==> config.mk <==
export PLATFORM = sky130hd
export DESIGN_NAME = rotl_restore_reg
export DESIGN_NICKNAME = d
export VERILOG_FILES = /design/src/rtl/rotl_restore_reg.sv
export SDC_FILE = /design/constraint.sdc
export NUM_CORES = 1
export LEC_CHECK = 0
export CORE_MARGIN = 3
export CORE_UTILIZATION = 45
export DETAILED_ROUTE_END_ITERATION = 6
export PLACE_DENSITY = 0.74
export SLEW_MARGIN = 20
export SYNTH_ARGS = -nofsm -noshare
export SYNTH_HDL_FRONTEND = slang
export SYNTH_SLANG_ARGS = --single-unit
==> constraint.sdc <==
create_clock -name CLK -period 1.7 [get_ports CLK]
set_clock_uncertainty 0.1 [all_clocks]
set_input_delay 0.17 -clock CLK [delete_from_list [all_inputs] [get_ports CLK]]
set_output_delay 0.17 -clock CLK [all_outputs]
set_load 0.005 [all_outputs]
==> src/rtl/rotl_restore_reg.sv <==
// rotl_restore_reg
// Captures a word and a rotation amount on LOAD, then rotates the word left
// by one bit per clock until the amount is used up. The result is held on
// Dout with DONE until the consumer acknowledges it. This block undoes the
// right rotation applied by the matching rotate-right PIPO register.
//
// Ports:
//   CLK   in   1      clock, rising edge
//   RST   in   1      asynchronous active-high reset
//   LOAD  in   1      capture Din/AMT (accepted in IDLE and DONE)
//   Din   in   WIDTH  word to capture
//   AMT   in   AW     number of single-bit left rotations, 0..WIDTH-1
//   ACK   in   1      consumer acknowledge of the held result
//   Dout  out  WIDTH  word being rotated, or the final result
//   BUSY  out  1      high while rotating
//   DONE  out  1      high while a finished result is held
module rotl_restore_reg #(
  parameter  int WIDTH = 8,
  localparam int AW    = $clog2(WIDTH)
) (
  input  logic             CLK,
  input  logic             RST,
  input  logic             LOAD,
  input  logic [WIDTH-1:0] Din,
  input  logic [AW-1:0]    AMT,
  input  logic             ACK,
  output logic [WIDTH-1:0] Dout,
  output logic             BUSY,
  output logic             DONE
);

  typedef enum logic [1:0] {
    S_IDLE   = 2'd0,
    S_ROTATE = 2'd1,
    S_DONE   = 2'd2
  } state_t;

  state_t           state_q;
  logic [WIDTH-1:0] dout_q;
  logic [AW-1:0]    cnt_q;
  logic             busy_q;
  logic             done_q;
  logic [WIDTH-1:0] dout_rot_d;

  // Single-bit rotate left: the MSB wraps into the LSB.
  function automatic logic [WIDTH-1:0] rotl1(input logic [WIDTH-1:0] v);
    return {v[WIDTH-2:0], v[WIDTH-1]};
  endfunction

  assign dout_rot_d = rotl1(dout_q);

  // BUSY/DONE are registered copies of the state decode, updated on the same
  // edge as the state so they always match the state register.
  always_ff @(posedge CLK or posedge RST) begin
    if (RST) begin
      state_q <= S_IDLE;
      dout_q  <= '0;
      cnt_q   <= '0;
      busy_q  <= 1'b0;
      done_q  <= 1'b0;
    end else begin
      case (state_q)
        S_IDLE, S_DONE: begin
          if (LOAD) begin
            dout_q <= Din;
            cnt_q  <= AMT;
            if (AMT == '0) begin
              state_q <= S_DONE;
              busy_q  <= 1'b0;
              done_q  <= 1'b1;
            end else begin
              state_q <= S_ROTATE;
              busy_q  <= 1'b1;
              done_q  <= 1'b0;
            end
          end else if ((state_q == S_DONE) && ACK) begin
            state_q <= S_IDLE;
            busy_q  <= 1'b0;
            done_q  <= 1'b0;
          end
        end
        S_ROTATE: begin
          dout_q <= dout_rot_d;
          cnt_q  <= cnt_q - 1'b1;
          // Leaving at CNT==1 means the counter never wraps below zero.
          if (cnt_q == AW'(1)) begin
            state_q <= S_DONE;
            busy_q  <= 1'b0;
            done_q  <= 1'b1;
          end
        end
        default: begin
          state_q <= S_IDLE;
          busy_q  <= 1'b0;
          done_q  <= 1'b0;
        end
      endcase
    end
  end

  assign Dout = dout_q;
  assign BUSY = busy_q;
  assign DONE = done_q;

endmodule

Word-level counts from Yosys, hierarchy flattened --
Cells that the tools add are included.
Storage, ports and cells: flip-flop bits (word level) 15, input bits 15, output and inout bits 10, word-level logic and storage cells 37
Cells by class: $add $sub $neg 1, equal/unequal tests 6, multiplexer cells 18, reduce and logical (&&, ||, !) cells 7
Operators with widths (number):
- 8-bit one-hot mux with 2 select lines | 1
- 2-bit 2-to-1 mux | 4
- 8-bit 2-to-1 mux | 1
- 1-bit 2-to-1 mux | 7
- 3-bit one-hot mux with 2 select lines | 1
- 2-bit != test (second input constant) | 2
- 1-bit one-hot mux with 2 select lines | 2
- 2-bit one-hot mux with 2 select lines | 1
- 2-bit AND reduction | 2
- 3-bit by 1-bit == test with 1-bit output (second input constant) | 1
- 3-bit logical NOT | 1
- 3-bit 2-to-1 mux | 1
- 3-bit != test (second input constant) | 1
- 3-bit by 1-bit subtractor with 3-bit output (second input constant) | 1
- 2-bit by 1-bit == test with 1-bit output (second input constant) | 1
- 2-bit == test (second input constant) | 1
- 2-bit logical NOT | 1
- 2-bit nonzero test | 1
- 2-bit OR reduction | 1
- 1-bit logical AND | 1

Longest topological paths before layout --
Gate-level depths: netlist (run 1).
depth in word-level cells 5, gate-level depth with buffers 5, mapped depth without buffers 5

Worst setup path after synthesis (run 1) --
OpenSTA, ideal clock, no wires.
kind reg2reg, start register cnt_q[0], end register busy_q (netlist: BUSY), arrival time 1.081 ns, data required time 1.514 ns, path slack 0.433 ns, stages on the path, launching flop included 5, path through dfrtp_1 ha_1 nor2b_1 o31a_1 nor3_1
On the way: word-level cells in the longest chain between the ends 3
Ends and longest elaborated chain:
- start: declaration | RTL line 40 | logic [AW-1:0] cnt_q;
- start signal: assignment | RTL line 84 | cnt_q <= cnt_q - 1'b1;
- 3-bit by 1-bit == test with 1-bit output | RTL line 86 | if (cnt_q == AW'(1)) begin
- 2-bit != test (no source line)
- 2-bit AND reduction (no source line)
- end signal: assignment | RTL line 78 | busy_q <= 1'b0;
- end signal: assignment | RTL line 88 | busy_q <= 1'b0;
- end signal: assignment | RTL line 94 | busy_q <= 1'b0;
- end: declaration | RTL line 41 | logic busy_q;
No other way between the ends. A chain may end at the register's enable or synchronous reset.

==> results_dict.tcl, run 1 <==
set metrics [dict create \
    numCtsBuffers 3 \
    criticalPathCategory "reg2out" \
    worstPathRequired_ps 1430 \
    synth_seq_cells 14 \
    htreeDepth 1 \
    ys_seq_area_share_pct 42.4 \
    synth_cells 83 \
    track_usage_pct 15.6 \
    worst_setup_path_start_kind "flop" \
    clk_pin_slew_ps 80 \
    mostFrequentLayoutCells "24 x clkdlybuf4s50_1, 14 x nor2b_1, 13 x dfrtp_1" \
    synth_area_per_cell_um2 9.95 \
    die_w_um 48.8 \
    power_per_cell_area_nw_per_um2 1650 \
    cp_slowest_cell "clkdlybuf4s50_1" \
    worst-path-buf-inv 1 \
    synthesis.area_um2 826 \
    grt_pass1_vias 654 \
    rows 14 \
    fmax_mhz 638 \
    drive_gt1_share_pct 9.17 \
    drt_first_iter_violations 14 \
    grt_pass1_wl_um 2930 \
    vias 662 \
    cts_setup_buffers 0 \
    die_height_um 48.8 \
    fin_crit_ps 1570 \
    fin_nets 128 \
    die-area_um2 2380 \
    fin_area_um2 1100 \
    cts_tree "yes" \
    ctsResizeCount 0 \
    firstDrtPassIters 4 \
    register_area_um2 352 \
    finalWirelength_um 1660 \
    critPathLaunch "state_q[1]$_DFFE_PP0P_" \
    multi_input_area_um2 404 \
    worstMarginPinSlew_ps 544 \
    cts.sinks 14 \
    num_antenna_cells 0 \
    leakagePower_nw 0.448 \
    layout_worst_path_cycle_share_pct 92.3 \
    vias_per_cell 4.98 \
    arrival_ps 1300 \
    cts_root_buf "clkbuf_4" \
    hpwl_um 1270 \
    layout_commonest_cell "clkdlybuf4s50_1" \
    status "finished clean" \
    crit_fanout 11 \
    start_util_pct 51.2 \
    setup.worst_path.end_class "output pin" \
    port_buffers 24 \
    hold_viol_final 0 \
    coreArea_um2 1610 \
    cts_hold_buf 0 \
    setup_tns_ps 0 \
    timing.rr.start "cnt_q[0]$_DFFE_PP0P_" \
    antenna_found_initial 0 \
    cp_top_family "buffers and inverters" \
    yosys.cell_types.count 20 \
    wire_per_inst_um 12.5 \
    top_level_ports 25 \
    gr-total-overflow 0 \
    drc_errors 0 \
    synth_fp_nets 100 \
    maxSlewViolCount 0 \
    cap_violations 0 \
    dpl_cell_area_um2 1080 \
    setup_violations 0 \
    place_congestion 0.754 \
    grt_max_degree 21 \
    final_antenna_net_count 0 \
    n_fill_cell 139 \
    ir_worst_vdd_mv 0.914 \
    crit_chain "clkdlybuf4s50_1" \
    clk_latency_ps 280 \
    rsz0062_at_grt "false" \
    clockBufferDepth 2 \
    max_stage_delay_ps 540 \
    hp-class "in2async" \
    syn_to_final_growth_pct 33.8 \
    slew_headroom_pct 63.7 \
    ys_warn_count 0 \
]
[routing by layer]
metal	vias to the layer above	global-route usage, %	part of all wire [%]
li1	349	-	-
met1	291	19.1	44
met2	17	25.6	48
met3	5	5.20	5.9
met4	0	5.69	1.8
met5	-	0	0
[cells by family (layout without fill, tap and decap cells)]
logic type	after synthesis	count (layout)	synth area share (%)
AO/OA/AOI/OAI	27	27	21.8
AND/OR/NAND/NOR	20	20	14.7
flip-flops	14	14	42.4
buffers and inverters	12	38	8.64
multiplexers	6	6	7.27
adder cells (fa/ha/maj)	2	2	3.03
XOR/XNOR	2	2	2.12
[cell usage after synthesis]
| cell | n | area [um2] |
|---|---|---|
| o22ai_1 | 3 | 18.8 |
| inv_1 | 7 | 26.3 |
| buf_6 | 2 | 22.5 |
| nor3_1 | 3 | 15.0 |
| xor2_1 | 1 | 8.76 |
| buf_4 | 3 | 22.5 |
| nand2b_1 | 1 | 6.26 |
| mux2i_1 | 6 | 60.1 |
| dfrtp_1 | 14 | 350 |
| nor2b_1 | 14 | 87.6 |
| a211oi_2 | 1 | 12.5 |
| ha_1 | 2 | 25.0 |
| nand2b_2 | 1 | 8.76 |
| o31a_1 | 1 | 8.76 |
| xnor2_1 | 1 | 8.76 |
| nor2_1 | 1 | 3.75 |
| a211oi_1 | 9 | 67.6 |
| a21oi_1 | 10 | 50.1 |
| a221o_1 | 1 | 10.0 |
| a31oi_1 | 2 | 12.5 |
[flip-flops by register name, indices dropped and copies added (netlist names)]
signal	flops
Dout	8
state_q	2
BUSY	1
cnt_q	3
[report_power, final]
group | total, mW | internal [mW] | switching (mW) | leakage, nW
sequential | 0.701 | 0.507 | 0.194 | 0.159
clock | 0.189 | 0.0823 | 0.107 | 0.0138
combinational | 0.934 | 0.565 | 0.369 | 0.275
total | 1.82 | 1.16 | 0.669 | 0.448
[area by class of cell]
type	instances	area share, %
Inverter	7	2.38
Timing Repair Buffer	28	24.5
Multi-Input combinational cell	57	36.6
Clock buffer	3	2.04
Tap cell	24	2.72
Sequential cell	14	31.8
[final timing paths]
path                       cells after the start  slack, ps                     end
min reg2reg                                    2        460     Dout[6]$_DFFE_PP0P_
min in group CLK                               3        440     Dout[5]$_DFFE_PP0P_
min                                            2        120     Dout[6]$_DFFE_PP0P_
max                                            1        130                    DONE
max in group asynchronous                      2        990  state_q[1]$_DFFE_PP0P_
max reg2reg                                    4        350        BUSY$_DFFE_PP0P_
[stage by stage]
stage / hold slack (ps) / util [%] / cells / setup slack, ps / total power [mW]
6_report: 123 / 68.6 / 133 / 132 / 1.82
5_1_grt: 186 / 68.6 / 133 / 82.7 / 1.99
4_1_cts: 149 / 68.5 / 133 / 5.47 / 1.85
3_5_place_dp: 450 / 67.1 / 130 / 185 / 1.65
3_3_place_gp: 438 / 67.1 / 130 / 209 / 1.63
2_1_floorplan: -40.8 / - / 83 / 433 / 1.27
(Power assumes the default switching activity.)
==> run 2, diff against run 1 <==
==> constraint.sdc (replaced) <==
create_clock -name CLK -period 1.7 [get_ports CLK]
set_clock_uncertainty 0.1 [all_clocks]
set_input_delay 0.17 -clock CLK [delete_from_list [all_inputs] [get_ports CLK]]
set_output_delay 0.17 -clock CLK [all_outputs]
set_load 0.01 [all_outputs]
==> results of run 2 <==
Same layout as run 1 (identical final DEF). Status: finished clean.
Main changes from that run: number of gates resized after CTS 0 -> 1; setup slack after layout 132 ps -> 96.4 ps; total power 1.82 mW -> 1.87 mW; worst IR drop on VDD 0.914 mV -> 0.939 mV
